**src/rtl/mfsk_pkg.sv**
```systemverilog
// Shared definitions for the M-ary FSK edge-count demodulator: mode encodings,
// decision FSM states and the bits-per-symbol helper.
package mfsk_pkg;

    localparam logic [1:0] MODE_2FSK  = 2'd0;
    localparam logic [1:0] MODE_4FSK  = 2'd1;
    localparam logic [1:0] MODE_8FSK  = 2'd2;
    localparam logic [1:0] MODE_16FSK = 2'd3;

    typedef enum logic [1:0] {
        D_IDLE   = 2'd0,
        D_SEARCH = 2'd1,
        D_MAP    = 2'd2
    } dstate_e;

    function automatic logic [2:0] bits_for_mode(input logic [1:0] mode);
        case (mode)
            MODE_2FSK:  bits_for_mode = 3'd1;
            MODE_4FSK:  bits_for_mode = 3'd2;
            MODE_8FSK:  bits_for_mode = 3'd3;
            MODE_16FSK: bits_for_mode = 3'd4;
            default:    bits_for_mode = 3'd4;
        endcase
    endfunction

endpackage

```
**src/rtl/mfsk_edge_det.sv**
```systemverilog
// Synchroniser and rising-edge strobe for the hard-limited FSK input.
// Optional MFSK_DEGLITCH_EN: an edge counts only after the level holds high 2 more cycles.
module mfsk_edge_det (
    input  logic clk,
    input  logic reset,
    input  logic fsk_i,
    output logic edge_o
);

    logic sync_q1;
    logic sync_q2;
    logic edge_q;
    logic edge_s;

`ifdef MFSK_DEGLITCH_EN
    localparam int DEGLITCH = 2;

    logic [DEGLITCH-1:0] hist_q;
    logic [DEGLITCH+1:0] lvl_s;

    // Newest level in bit 0; a counted edge is a low followed by DEGLITCH+1 highs.
    assign lvl_s  = {hist_q, sync_q2, sync_q1};
    assign edge_s = (&lvl_s[DEGLITCH:0]) & ~lvl_s[DEGLITCH+1];

    // Level history behind the synchroniser
    always_ff @(posedge clk) begin
        if (!reset) begin
            hist_q <= {DEGLITCH{1'b0}};
        end else begin
            hist_q <= {hist_q[DEGLITCH-2:0], sync_q2};
        end
    end
`else
    assign edge_s = sync_q1 & ~sync_q2;
`endif

    // Two-flop synchroniser and registered edge strobe
    always_ff @(posedge clk) begin
        if (!reset) begin
            sync_q1 <= 1'b0;
            sync_q2 <= 1'b0;
            edge_q  <= 1'b0;
        end else begin
            sync_q1 <= fsk_i;
            sync_q2 <= sync_q1;
            edge_q  <= edge_s;
        end
    end

    assign edge_o = edge_q;

endmodule

```
**src/rtl/mfsk_edge_demod.sv**
```systemverilog
// M-ary FSK demodulator: counts input rising edges per symbol window and resolves the
// tone index with a one-compare-per-cycle search. Option macro: MFSK_DEGLITCH_EN.
module mfsk_edge_demod
    import mfsk_pkg::*;
#(
    parameter int SYM_LEN  = 1000,
    parameter int E0       = 4,
    parameter int ESTEP    = 4,
    parameter int MAX_BITS = 4,
    parameter int CNT_W    = $clog2(SYM_LEN + 1)
) (
    input  logic                clk,
    input  logic                reset,
    input  logic                start,
    input  logic [1:0]          mode,
    input  logic                fsk_in,
    output logic [MAX_BITS-1:0] data_out,
    output logic                data_valid,
    output logic                range_err,
    output logic                locked
);

    localparam int KW = MAX_BITS + 1;
    localparam int TW = CNT_W + MAX_BITS + 4;
    localparam logic [TW-1:0]       LO_THR   = TW'(E0 - ESTEP / 2);
    localparam logic [TW-1:0]       HI_BASE  = TW'(E0 + ESTEP / 2);
    localparam logic [TW-1:0]       STEP     = TW'(ESTEP);
    localparam logic [KW-1:0]       K_LAST   = KW'(2 ** MAX_BITS);
    localparam logic [CNT_W-1:0]    WIN_LAST = CNT_W'(SYM_LEN - 1);
    localparam logic [MAX_BITS:0]   ONE_W    = {{MAX_BITS{1'b0}}, 1'b1};

    logic                edge_s;
    logic [CNT_W-1:0]    win_q, win_d, edge_cnt_q, edge_cnt_d, edge_inc_s, snap_s;
    logic                snap_vld_s;
    logic [1:0]          mode_q, mode_d;
    logic                locked_q, locked_d;
    dstate_e             st_q, st_d;
    logic [CNT_W-1:0]    rem_q, rem_d;
    logic [KW-1:0]       k_q, k_d;
    logic [MAX_BITS-1:0] raw_q, raw_d, dout_q, dout_d, map_s;
    logic                perr_q, perr_d, dval_q, dval_d, rerr_q, rerr_d;
    logic [TW-1:0]       hi_s;
    logic [2:0]          bits_s;
    logic [7:0]          shift_s;
    logic [MAX_BITS:0]   half_s, rnd_s, lim_s;

    mfsk_edge_det u_edge_det (
        .clk    (clk),
        .reset  (reset),
        .fsk_i  (fsk_in),
        .edge_o (edge_s)
    );

    // Saturating edge count including this cycle's strobe
    always_comb begin
        if (edge_s && (edge_cnt_q != {CNT_W{1'b1}})) begin
            edge_inc_s = edge_cnt_q + CNT_W'(1);
        end else begin
            edge_inc_s = edge_cnt_q;
        end
    end

    // Window counter; the snapshot goes straight into the search FSM
    always_comb begin
        win_d      = win_q;
        edge_cnt_d = edge_cnt_q;
        mode_d     = mode_q;
        locked_d   = locked_q;
        snap_s     = edge_inc_s;
        snap_vld_s = 1'b0;
        if (start) begin
            win_d      = {CNT_W{1'b0}};
            edge_cnt_d = {CNT_W{1'b0}};
            mode_d     = mode;
            locked_d   = 1'b1;
        end else if (locked_q) begin
            if (win_q == WIN_LAST) begin
                snap_vld_s = 1'b1;
                win_d      = {CNT_W{1'b0}};
                edge_cnt_d = {CNT_W{1'b0}};
            end else begin
                win_d      = win_q + CNT_W'(1);
                edge_cnt_d = edge_inc_s;
            end
        end else begin
            win_d = win_q;
        end
    end

    // Round the full-grid index to the active alphabet, clamped to its top symbol
    always_comb begin
        bits_s  = bits_for_mode(mode_q);
        shift_s = 8'(MAX_BITS) - {5'd0, bits_s};
        half_s  = (ONE_W << shift_s) >> 1;
        rnd_s   = ({1'b0, raw_q} + half_s) >> shift_s;
        lim_s   = (ONE_W << bits_s) - ONE_W;
        map_s   = (rnd_s > lim_s) ? lim_s[MAX_BITS-1:0] : rnd_s[MAX_BITS-1:0];
        hi_s    = HI_BASE + TW'(k_q) * STEP;
    end

    // Decision FSM next state
    always_comb begin
        st_d   = st_q;
        rem_d  = rem_q;
        k_d    = k_q;
        raw_d  = raw_q;
        perr_d = perr_q;
        dout_d = dout_q;
        dval_d = 1'b0;
        rerr_d = 1'b0;
        if (start) begin
            st_d   = D_IDLE;
            perr_d = 1'b0;
        end else begin
            case (st_q)
                D_IDLE: begin
                    if (snap_vld_s) begin
                        st_d   = D_SEARCH;
                        rem_d  = snap_s;
                        k_d    = {KW{1'b0}};
                        perr_d = 1'b0;
                    end else begin
                        st_d = D_IDLE;
                    end
                end
                D_SEARCH: begin
                    if (TW'(rem_q) < LO_THR) begin
                        perr_d = 1'b1;
                        raw_d  = {MAX_BITS{1'b0}};
                        st_d   = D_MAP;
                    end else if (k_q == K_LAST) begin
                        perr_d = 1'b1;
                        raw_d  = {MAX_BITS{1'b1}};
                        st_d   = D_MAP;
                    end else if (TW'(rem_q) < hi_s) begin
                        raw_d = k_q[MAX_BITS-1:0];
                        st_d  = D_MAP;
                    end else begin
                        k_d = k_q + KW'(1);
                    end
                end
                D_MAP: begin
                    dout_d = map_s;
                    dval_d = 1'b1;
                    rerr_d = perr_q;
                    st_d   = D_IDLE;
                end
                default: st_d = D_IDLE;
            endcase
        end
    end

    // State registers
    always_ff @(posedge clk) begin
        if (!reset) begin
            win_q      <= {CNT_W{1'b0}};
            edge_cnt_q <= {CNT_W{1'b0}};
            mode_q     <= 2'd0;
            locked_q   <= 1'b0;
            st_q       <= D_IDLE;
            rem_q      <= {CNT_W{1'b0}};
            k_q        <= {KW{1'b0}};
            raw_q      <= {MAX_BITS{1'b0}};
            perr_q     <= 1'b0;
            dout_q     <= {MAX_BITS{1'b0}};
            dval_q     <= 1'b0;
            rerr_q     <= 1'b0;
        end else begin
            win_q      <= win_d;
            edge_cnt_q <= edge_cnt_d;
            mode_q     <= mode_d;
            locked_q   <= locked_d;
            st_q       <= st_d;
            rem_q      <= rem_d;
            k_q        <= k_d;
            raw_q      <= raw_d;
            perr_q     <= perr_d;
            dout_q     <= dout_d;
            dval_q     <= dval_d;
            rerr_q     <= rerr_d;
        end
    end

    assign data_out   = dout_q;
    assign data_valid = dval_q;
    assign range_err  = rerr_q;
    assign locked     = locked_q;

endmodule
```
**config.mk**
```make
export PLATFORM = sky130hd
export DESIGN_NAME = mfsk_edge_demod
export DESIGN_NICKNAME = d
export VERILOG_FILES = /design/src/rtl/mfsk_pkg.sv /design/src/rtl/mfsk_edge_det.sv /design/src/rtl/mfsk_edge_demod.sv
export SDC_FILE = /design/constraint.sdc
export NUM_CORES = 1
export LEC_CHECK = 0
export CAP_MARGIN = 20
export CORE_ASPECT_RATIO = 0.75
export CORE_UTILIZATION = 61
export DETAILED_ROUTE_END_ITERATION = 7
export PLACE_DENSITY = 0.8
export SLEW_MARGIN = 20
export SYNTH_ARGS = -nofsm -noshare
export SYNTH_HDL_FRONTEND = slang
export SYNTH_SLANG_ARGS = --single-unit
```
**constraint.sdc**
```tcl
create_clock -name clk -period 4.1 [get_ports clk]
set_input_delay 0.41 -clock clk [delete_from_list [all_inputs] [get_ports clk]]
set_output_delay 0.41 -clock clk [all_outputs]
set_load 0.01 [all_outputs]
```
==> results.json, run 1 <==
{
  "slew_violations": 0,
  "status": "complete, no violations",
  "critPathMostFrequentCell": "ha_1",
  "clock-skew-final_ns": 0.00645,
  "final_cell_mix": "53 x dfxtp_1, 37 x nor2_1, 28 x ha_1",
  "drt-wirelength-per-cell_um": 15.4,
  "ant_nets": 0,
  "required_ns": 4.30,
  "io_pins": 13,
  "ir_drop_v": 0.000147,
  "grt_pass1_vias": 2547,
  "clk_latency_ns": 0.31,
  "htreeDepth": 2,
  "hold_buffers": 0,
  "cp_slowest_cell": "dfxtp_1",
  "post_cts_resize_count": 0,
  "cp_max_fo": 6,
  "core-area_um2": 4980,
  "rsz0062_at_grt": "false",
  "io_buffer_count": 12,
  "drtIter0Drc": 181,
  "layout-drive-gt1-share_pct": 7.12,
  "setup_viol": 0,
  "worstMarginPinSlew_ns": 0.638,
  "hp-class": "reg -> reg",
  "cts_num_sinks": 53,
  "layout_setup_ws_ns": 0.461,
  "rrSetupSlack_ns": 0.46,
  "cap_violations": 0,
  "fin_tns_setup_ns": 0,
  "path_class": "reg -> reg",
  "crit_family": "compound AO/OA/AOI/OAI gates",
  "postSynthCellCount": 374,
  "fin_area_um2": 3490,
  "grtUsageTotal_pct": 26.6,
  "yosys_most_used_dff": "dfxtp_1",
  "max_stage_delay_ns": 0.46,
  "grt_max_degree": 20,
  "antenna_found_initial": 0,
  "dp.cells": 443,
  "drc": 0,
  "ys_warn_count": 0,
  "route.vias.total": 2767,
  "cts_setup_buffers": 0,
  "place_area_um2": 3360,
  "timing.final.crit_share_pct": 88.8,
  "fmax_ghz": 0.275,
  "initial_core_util_pct": 64.5,
  "fin_hold_ws_ns": 0.409,
  "ys_types": 64,
  "clkTransAtPathRegs_ns": 0.10,
  "syn_nets": 409,
  "instances_no_fill": 451,
  "cp-end-kind": "flip-flop",
  "overflow": 0,
  "power_density_nw_per_um2": 302,
  "cts-root-buf": "clkbuf_8",
  "wl_um": 6960,
  "numCtsBuffers": 5,
  "die_y_um": 64.9,
  "pre_cts_slack_ns": 0.525,
  "layout-area-overhead-vs-synth_pct": 8.56,
  "gp_congestion": 0.831,
  "startpoint_type": "flip-flop",
  "cp.arrival_ns": 3.84,
  "min_period_ns": 3.64,
  "slew_headroom_pct": 57.3,
  "ys_seq_area_share_pct": 33.0,
  "critPathBufInv": 1,
  "clock_path_buffers": 2,
  "synth_area_um2": 3220,
  "hold_violations": 0,
  "nets": 413,
  "crit_chain": "ha_1 > inv_1 > ha_1 > ha_1 > or2_2 > o22ai_1 > mux2i_1 > o211a_1 > ha_1 > nor2b_1 > o41a_1 > a22oi_2 > o31ai_1 > a31o_2",
  "fp-row-count": 22,
  "synth_edf_count": 0,
  "dp.final_hpwl_um": 5200,
  "fp.dieW_um": 85.8,
  "diodes": 0,
  "layout_commonest_cell": "dfxtp_1",
  "tritoncts": "done",
  "async_flop_share_pct": 0,
  "grt_first_pass_wirelength_um": 11700,
  "p_leak_nw": 1.31,
  "firstDrtPassIters": 4,
  "via_per_inst": 6.14,
  "ys_ff_latch": 53,
  "die_area_um2": 5570,
  "syn_area_per_cell_um2": 8.60
}
## area by class of cell
cell class                      count  area (um2)
Multi-Input combinational cell    284        2000
Fill cell                         402        1490
Sequential cell                    53        1060
Timing Repair Buffer               13         128
Tap cell                           72        90.1
Inverter                           21        78.8
Clock buffer                        5        68.8
Clock inverter                      3        65.1
## power breakdown
part           total [W]  switching (W)  internal [W]
Sequential      0.000524     0.00000615      0.000518
Combinational   0.000113      0.0000667     0.0000461
Clock           0.000416       0.000173      0.000243
## stage by stage
step                      power, W  utilization [%]
final                      0.00105             70.1
after global routing       0.00110             70.1
after CTS                  0.00106             70.1
after detailed placement  0.000647             67.4
after global placement    0.000642             67.4
after floorplan           0.000620                -
## logic make-up after synthesis
logic type | count (synthesis) | synth area share, %
flip-flops | 53 | 33.0
adder cells (fa/ha/maj) | 29 | 11.5
AND/OR/NAND/NOR | 139 | 23.2
XOR/XNOR | 20 | 5.45
multiplexers | 8 | 2.49
AO/OA/AOI/OAI | 88 | 19.6
buffers and inverters | 37 | 4.82
## Yosys cell counts (2+ instances only)
library cell | number | area (um2)
and2_1 | 6 | 37.5
nor3_1 | 8 | 40.0
o21ai_0 | 19 | 95.1
dfxtp_1 | 53 | 1060
and4_1 | 2 | 17.5
buf_2 | 7 | 35.0
a311oi_1 | 3 | 26.3
nor2b_1 | 5 | 31.3
a22oi_1 | 3 | 22.5
ha_1 | 28 | 350
xnor2_1 | 10 | 87.6
a21oi_1 | 22 | 110
mux2i_1 | 8 | 80.1
nand2_1 | 21 | 78.8
xor2_1 | 10 | 87.6
nand2b_1 | 5 | 31.3
a31oi_1 | 3 | 18.8
o211ai_1 | 5 | 37.5
o221a_2 | 5 | 56.3
a41oi_1 | 3 | 26.3
a211oi_1 | 4 | 30.0
nor2_1 | 37 | 139
nand4_1 | 7 | 43.8
inv_1 | 21 | 78.8
o31ai_1 | 4 | 30.0
and3_1 | 7 | 43.8
clkbuf_1 | 7 | 26.3
or3_1 | 4 | 25.0
nand3_1 | 20 | 100
o22ai_1 | 2 | 12.5
nor2_2 | 2 | 12.5
## path summary, 6_finish.rpt
check,from,to,cells past startpoint
worst min register to register,u_edge_det.sync_q2,u_edge_det.edge_o,1
worst min-delay path,u_edge_det.sync_q2,u_edge_det.edge_o,1
worst max register to register,mode_q[1],data_out[1],14
worst max-delay path,mode_q[1],data_out[1],14
## flip-flops by register name, indices dropped and copies added (netlist names), 2 cells and up
signal / flops
data_out: 4
rem_q: 9
st_q: 2
win_q: 10
k_q: 5
raw_q: 4
mode_q: 2
edge_cnt_q: 10
## worst reg2reg max path, stage by stage (launching register included)
cell,delay [ns]
dfxtp_1,0.46
ha_1,0.26
inv_1,0.10
ha_1,0.21
ha_1,0.20
or2_2,0.29
o22ai_1,0.25
mux2i_1,0.13
o211a_1,0.24
ha_1,0.31
nor2b_1,0.14
o41a_1,0.35
a22oi_2,0.27
o31ai_1,0.12
a31o_2,0.21
## layer usage
metal / GRT usage (%) / wire (um) / vias up
met4: 6.88 / 51 / 0
li1: - / - / 1367
met2: 41.5 / 3040 / 79
met3: 4.46 / 365 / 5
met5: 0 / 0 / -
met1: 38.1 / 3500 / 1316
Power figures use the tool's default switching activity.
==> inputs of run 2 (changes only) <==
--- a/config.mk
+++ b/config.mk
@@ -5,10 +5,13 @@
 export SDC_FILE = /design/constraint.sdc
 export NUM_CORES = 1
 export LEC_CHECK = 0
+export ABC_CLOCK_PERIOD_IN_PS = 4100
 export CAP_MARGIN = 20
 export CORE_ASPECT_RATIO = 0.75
 export CORE_UTILIZATION = 61
+export CTS_BUF_LIST = sky130_fd_sc_hd__clkbuf_16
 export DETAILED_ROUTE_END_ITERATION = 7
+export GPL_ROUTABILITY_DRIVEN = 0
 export PLACE_DENSITY = 0.8
 export SLEW_MARGIN = 20
 export SYNTH_ARGS = -nofsm -noshare
==> results.json, run 2 (synthesis gave the netlist of run 1 again) <==
{
  "min_period_ns": 3.64,
  "pre_cts_slack_ns": 0.525,
  "grt_first_pass_wirelength_um": 12100,
  "numCtsBuffers": 5,
  "p_leak_nw": 1.34,
  "layout_commonest_cell": "dfxtp_1",
  "cts-root-buf": "clkbuf_16",
  "initial_core_util_pct": 64.5,
  "fillers": 380,
  "grtUsageTotal_pct": 27.4,
  "slew_headroom_pct": 55.3,
  "drt-wirelength-per-cell_um": 15.8,
  "required_ns": 4.25,
  "timing.final.crit_share_pct": 88.7,
  "status": "complete, no violations",
  "htreeDepth": 2,
  "cts_setup_buffers": 0,
  "multiInputGateArea_um2": 2000,
  "firstDrtPassIters": 4,
  "worstMarginPinSlew_ns": 0.669,
  "postLayoutCoreUtil_pct": 71.2,
  "clock-skew-final_ns": 0.00271,
  "ir_drop_v": 0.000195,
  "fin_area_um2": 3550,
  "wl_met2_um": 3140,
  "startpoint_type": "flip-flop",
  "cap_violations": 0,
  "fin_hold_ws_ns": 0.406,
  "clkTransAtPathRegs_ns": 0.07,
  "clk_latency_ns": 0.29,
  "fmax_ghz": 0.275,
  "path_class": "reg -> reg",
  "nets": 413,
  "clock_path_buffers": 2,
  "wl_met1_um": 3570,
  "io_buffer_count": 12,
  "drc": 0,
  "post_cts_resize_count": 0,
  "cp_max_fo": 6,
  "antenna_found_initial": 0,
  "setup_viol": 0,
  "fp.dieW_um": 85.8,
  "fin_tns_setup_ns": 0,
  "hp-class": "reg -> reg",
  "drtIter0Drc": 182,
  "tritoncts": "done",
  "power_density_nw_per_um2": 331,
  "diodes": 0,
  "highest-signal-layer": "met4",
  "io_pins": 13,
  "route.vias.total": 2801,
  "layout-drive-gt1-share_pct": 7.12,
  "layout-area-overhead-vs-synth_pct": 10.3,
  "via_per_inst": 6.21,
  "die_area_um2": 5570,
  "dr_wl_met3_um": 341,
  "rsz0062_at_grt": "false",
  "dp.final_hpwl_um": 5200,
  "reg_top3": "edge_cnt_q: 10 flops, win_q: 10 flops, rem_q: 9 flops",
  "cp.arrival_ns": 3.79,
  "core-area_um2": 4980,
  "grt_max_degree": 20,
  "cts_num_sinks": 53,
  "place_area_um2": 3360,
  "grt_pass1_vias": 2635,
  "layout_setup_ws_ns": 0.465,
  "overflow": 0,
  "seq_area_um2": 1060,
  "wl_um": 7120,
  "hold_violations": 0,
  "final_cell_mix": "53 x dfxtp_1, 37 x nor2_1, 28 x ha_1",
  "cp-end-kind": "flip-flop",
  "fp-row-count": 22,
  "ant_nets": 0,
  "hold_buffers": 0,
  "die_y_um": 64.9,
  "slew_violations": 0
}
run 2: worst max-delay path, cell delays in order (launching register included):
cell and delay [ns]:
dfxtp_1 0.44, ha_1 0.26, inv_1 0.11, ha_1 0.22, ha_1 0.20, or2_2 0.29
o22ai_1 0.25, mux2i_1 0.13, o211a_1 0.24, ha_1 0.30, nor2b_1 0.14, o41a_1 0.35
a22oi_2 0.26, mux2i_1 0.22, a21oi_1 0.08
run 2: stage by stage:
| step | total power (W) | cells |
|---|---|---|
| finish | 0.00117 | 451 |
| detailed placement | 0.000647 | 443 |
| global placement | 0.000642 | 443 |
| CTS | 0.00118 | 451 |
| floorplan | 0.000620 | 374 |
| global route | 0.00121 | 451 |
run 2: worst paths after layout:
kind                            depth (start not counted)                from  slack (ns)                 to
worst max-delay path                                   14           mode_q[1]        0.46        data_out[3]
worst min-delay path                                    1  u_edge_det.sync_q2        0.41  u_edge_det.edge_o
worst max register to register                         14           mode_q[1]        0.46        data_out[3]
worst min register to register                          1  u_edge_det.sync_q2        0.41  u_edge_det.edge_o
run 2: layout make-up:
class                           instances  area share (%)
Multi-Input combinational cell        284            56.4
Tap cell                               72            2.54
Sequential cell                        53            29.9
Clock buffer                            5            3.53
Inverter                               21            2.22
Timing Repair Buffer                   13            3.60
Clock inverter                          3            1.83
run 2: where the power goes:
part | switching, W | internal, W
Combinational | 0.0000667 | 0.0000461
Sequential | 0.00000621 | 0.000518
Clock | 0.000189 | 0.000349
run 2: per-layer routing:
metal,vias up,global-route usage [%]
met5,-,0
met4,0,7.92
met1,1347,39.1
met2,80,42.9
li1,1363,-
met3,11,4.46
==> edit: new RTL, flow settings as in run 1 <==
Re-encode `dstate_e` (3 states) as one-hot, 3 bits wide.
--- a/src/rtl/mfsk_pkg.sv
+++ b/src/rtl/mfsk_pkg.sv
@@ -7,10 +7,10 @@
     localparam logic [1:0] MODE_8FSK  = 2'd2;
     localparam logic [1:0] MODE_16FSK = 2'd3;
 
-    typedef enum logic [1:0] {
-        D_IDLE   = 2'd0,
-        D_SEARCH = 2'd1,
-        D_MAP    = 2'd2
+    typedef enum logic [2:0] {
+        D_IDLE   = 3'b001,
+        D_SEARCH = 3'b010,
+        D_MAP    = 3'b100
     } dstate_e;
 
     function automatic logic [2:0] bits_for_mode(input logic [1:0] mode);
Formal check against the unedited RTL: same outputs for any inputs over 10 cycles, from zero or initial values and one cycle with reset low; not proved beyond that.
==> edit against run 1 <==
- setup slack lost 0.087 ns
- highest routed layer unchanged
- clock skew hardly changed
- sequential cell count up 1
- cell area is 5.4% lower
- wire length down 14%
- first-iteration DRC count decreased by 12%
- synthesized cell count shrank 4.0%
- power decreased by 11%
- sequential power up 2%
- area after synthesis shrank 4.7%
- cell count is 6.0% lower
- via count is 9.3% lower
- the flow now finishes with violations (design-rule violations)
- critical path depth increased by 2
==> edit: results (changes against run 1) <==
| Metric | Value |
|---|---|
| Post-CTS sizing | 0 (unchanged) |
| CP max stage cell | a32oi_1 |
| Failing checks | design-rule violations |
| Status | complete, but fails checks |
| Global-route usage over all layers | 24.4% (-2.2 points) |
| Vias in the first global route | 2238 (-12%) |
| Seq pwr | 0.000535 W (+2%) |
| Register area share after synthesis | 35.3% (+2.3 points) |
| First-pass GRT wire length | 10.5 mm (-11%) |
| Post-synthesis cell type count | 48 (-25%) |
| Largest net degree at the start of global routing | 21 (+5.0%) |
| Area after DPL | 3210 um^2 (-4.4%) |
| Tmin final | 3.73 ns (+0.0870 ns) |
| Share of layout cells above drive strength 1 | 5.18% (-1.9 points) |
| Vias/cell | 5.92 (-3.5%) |
| Net Sw Power | 0.000234 W (-4.8%) |
| Peak supply drop | 0.187 mV (+27%) |
| Leak Pwr | 1.23 nW (-6.6%) |
| Top fanout value on the critical path | 7 (+1) |
| Post-Syn Area per Cell | 8.53 um^2 (-0.77%) |
| FF-to-FF path depth | 16 (+2) |
| Synth Net Count | 394 (-3.7%) |
| GPL Wtd Cong | 0.883 (+6.2%) |
| Rel. slew slack | 51.2% (-6.1 points) |
| R2r setup slk | 0.37 ns (-0.09 ns) |
| PD cells | 284 nW/um^2 (-5.8%) |
| CP endpoint | data_out[0] |
| Clk_skew | 0.00619 ns (-0.000265 ns) |
| DRC | 6 (+6) |
| Synth area leaders | dfxtp_1 35%, ha_1 11%, nor2_1 5.5% |
| Buf/Inv on CP | 2 (+1) |
| R2r startpoint | mode_q[0] |
==> edit: kinds of logic after synthesis <==
| family | share of synthesized area, % |
|---|---|
| compound gates | 18.3 |
| xor+xnor | 5.72 |
| fa+ha+maj | 12.1 |
| buf+inv | 3.51 |
| flops | 35.3 |
| mux | 3.72 |
| simple gates | 21.4 |
==> edit: cell type report <==
type | instances | area (um^2)
Fill cell | 367 | 1350
Timing Repair Buffer | 13 | 128
Clock inverter | 1 | 5.00
Clock buffer | 7 | 86.3
Sequential cell | 54 | 1080
Multi-Input combinational cell | 277 | 1870
Inverter | 15 | 56.3
Tap cell | 57 | 71.3
==> edit: metal layers <==
metal	GRT usage, %	vias up	share of wire, %
met5	0	-	0
met4	4.96	0	0.52
met3	5.24	5	5.1
met2	36.5	54	42
met1	36.2	1155	52
li1	-	1297	-
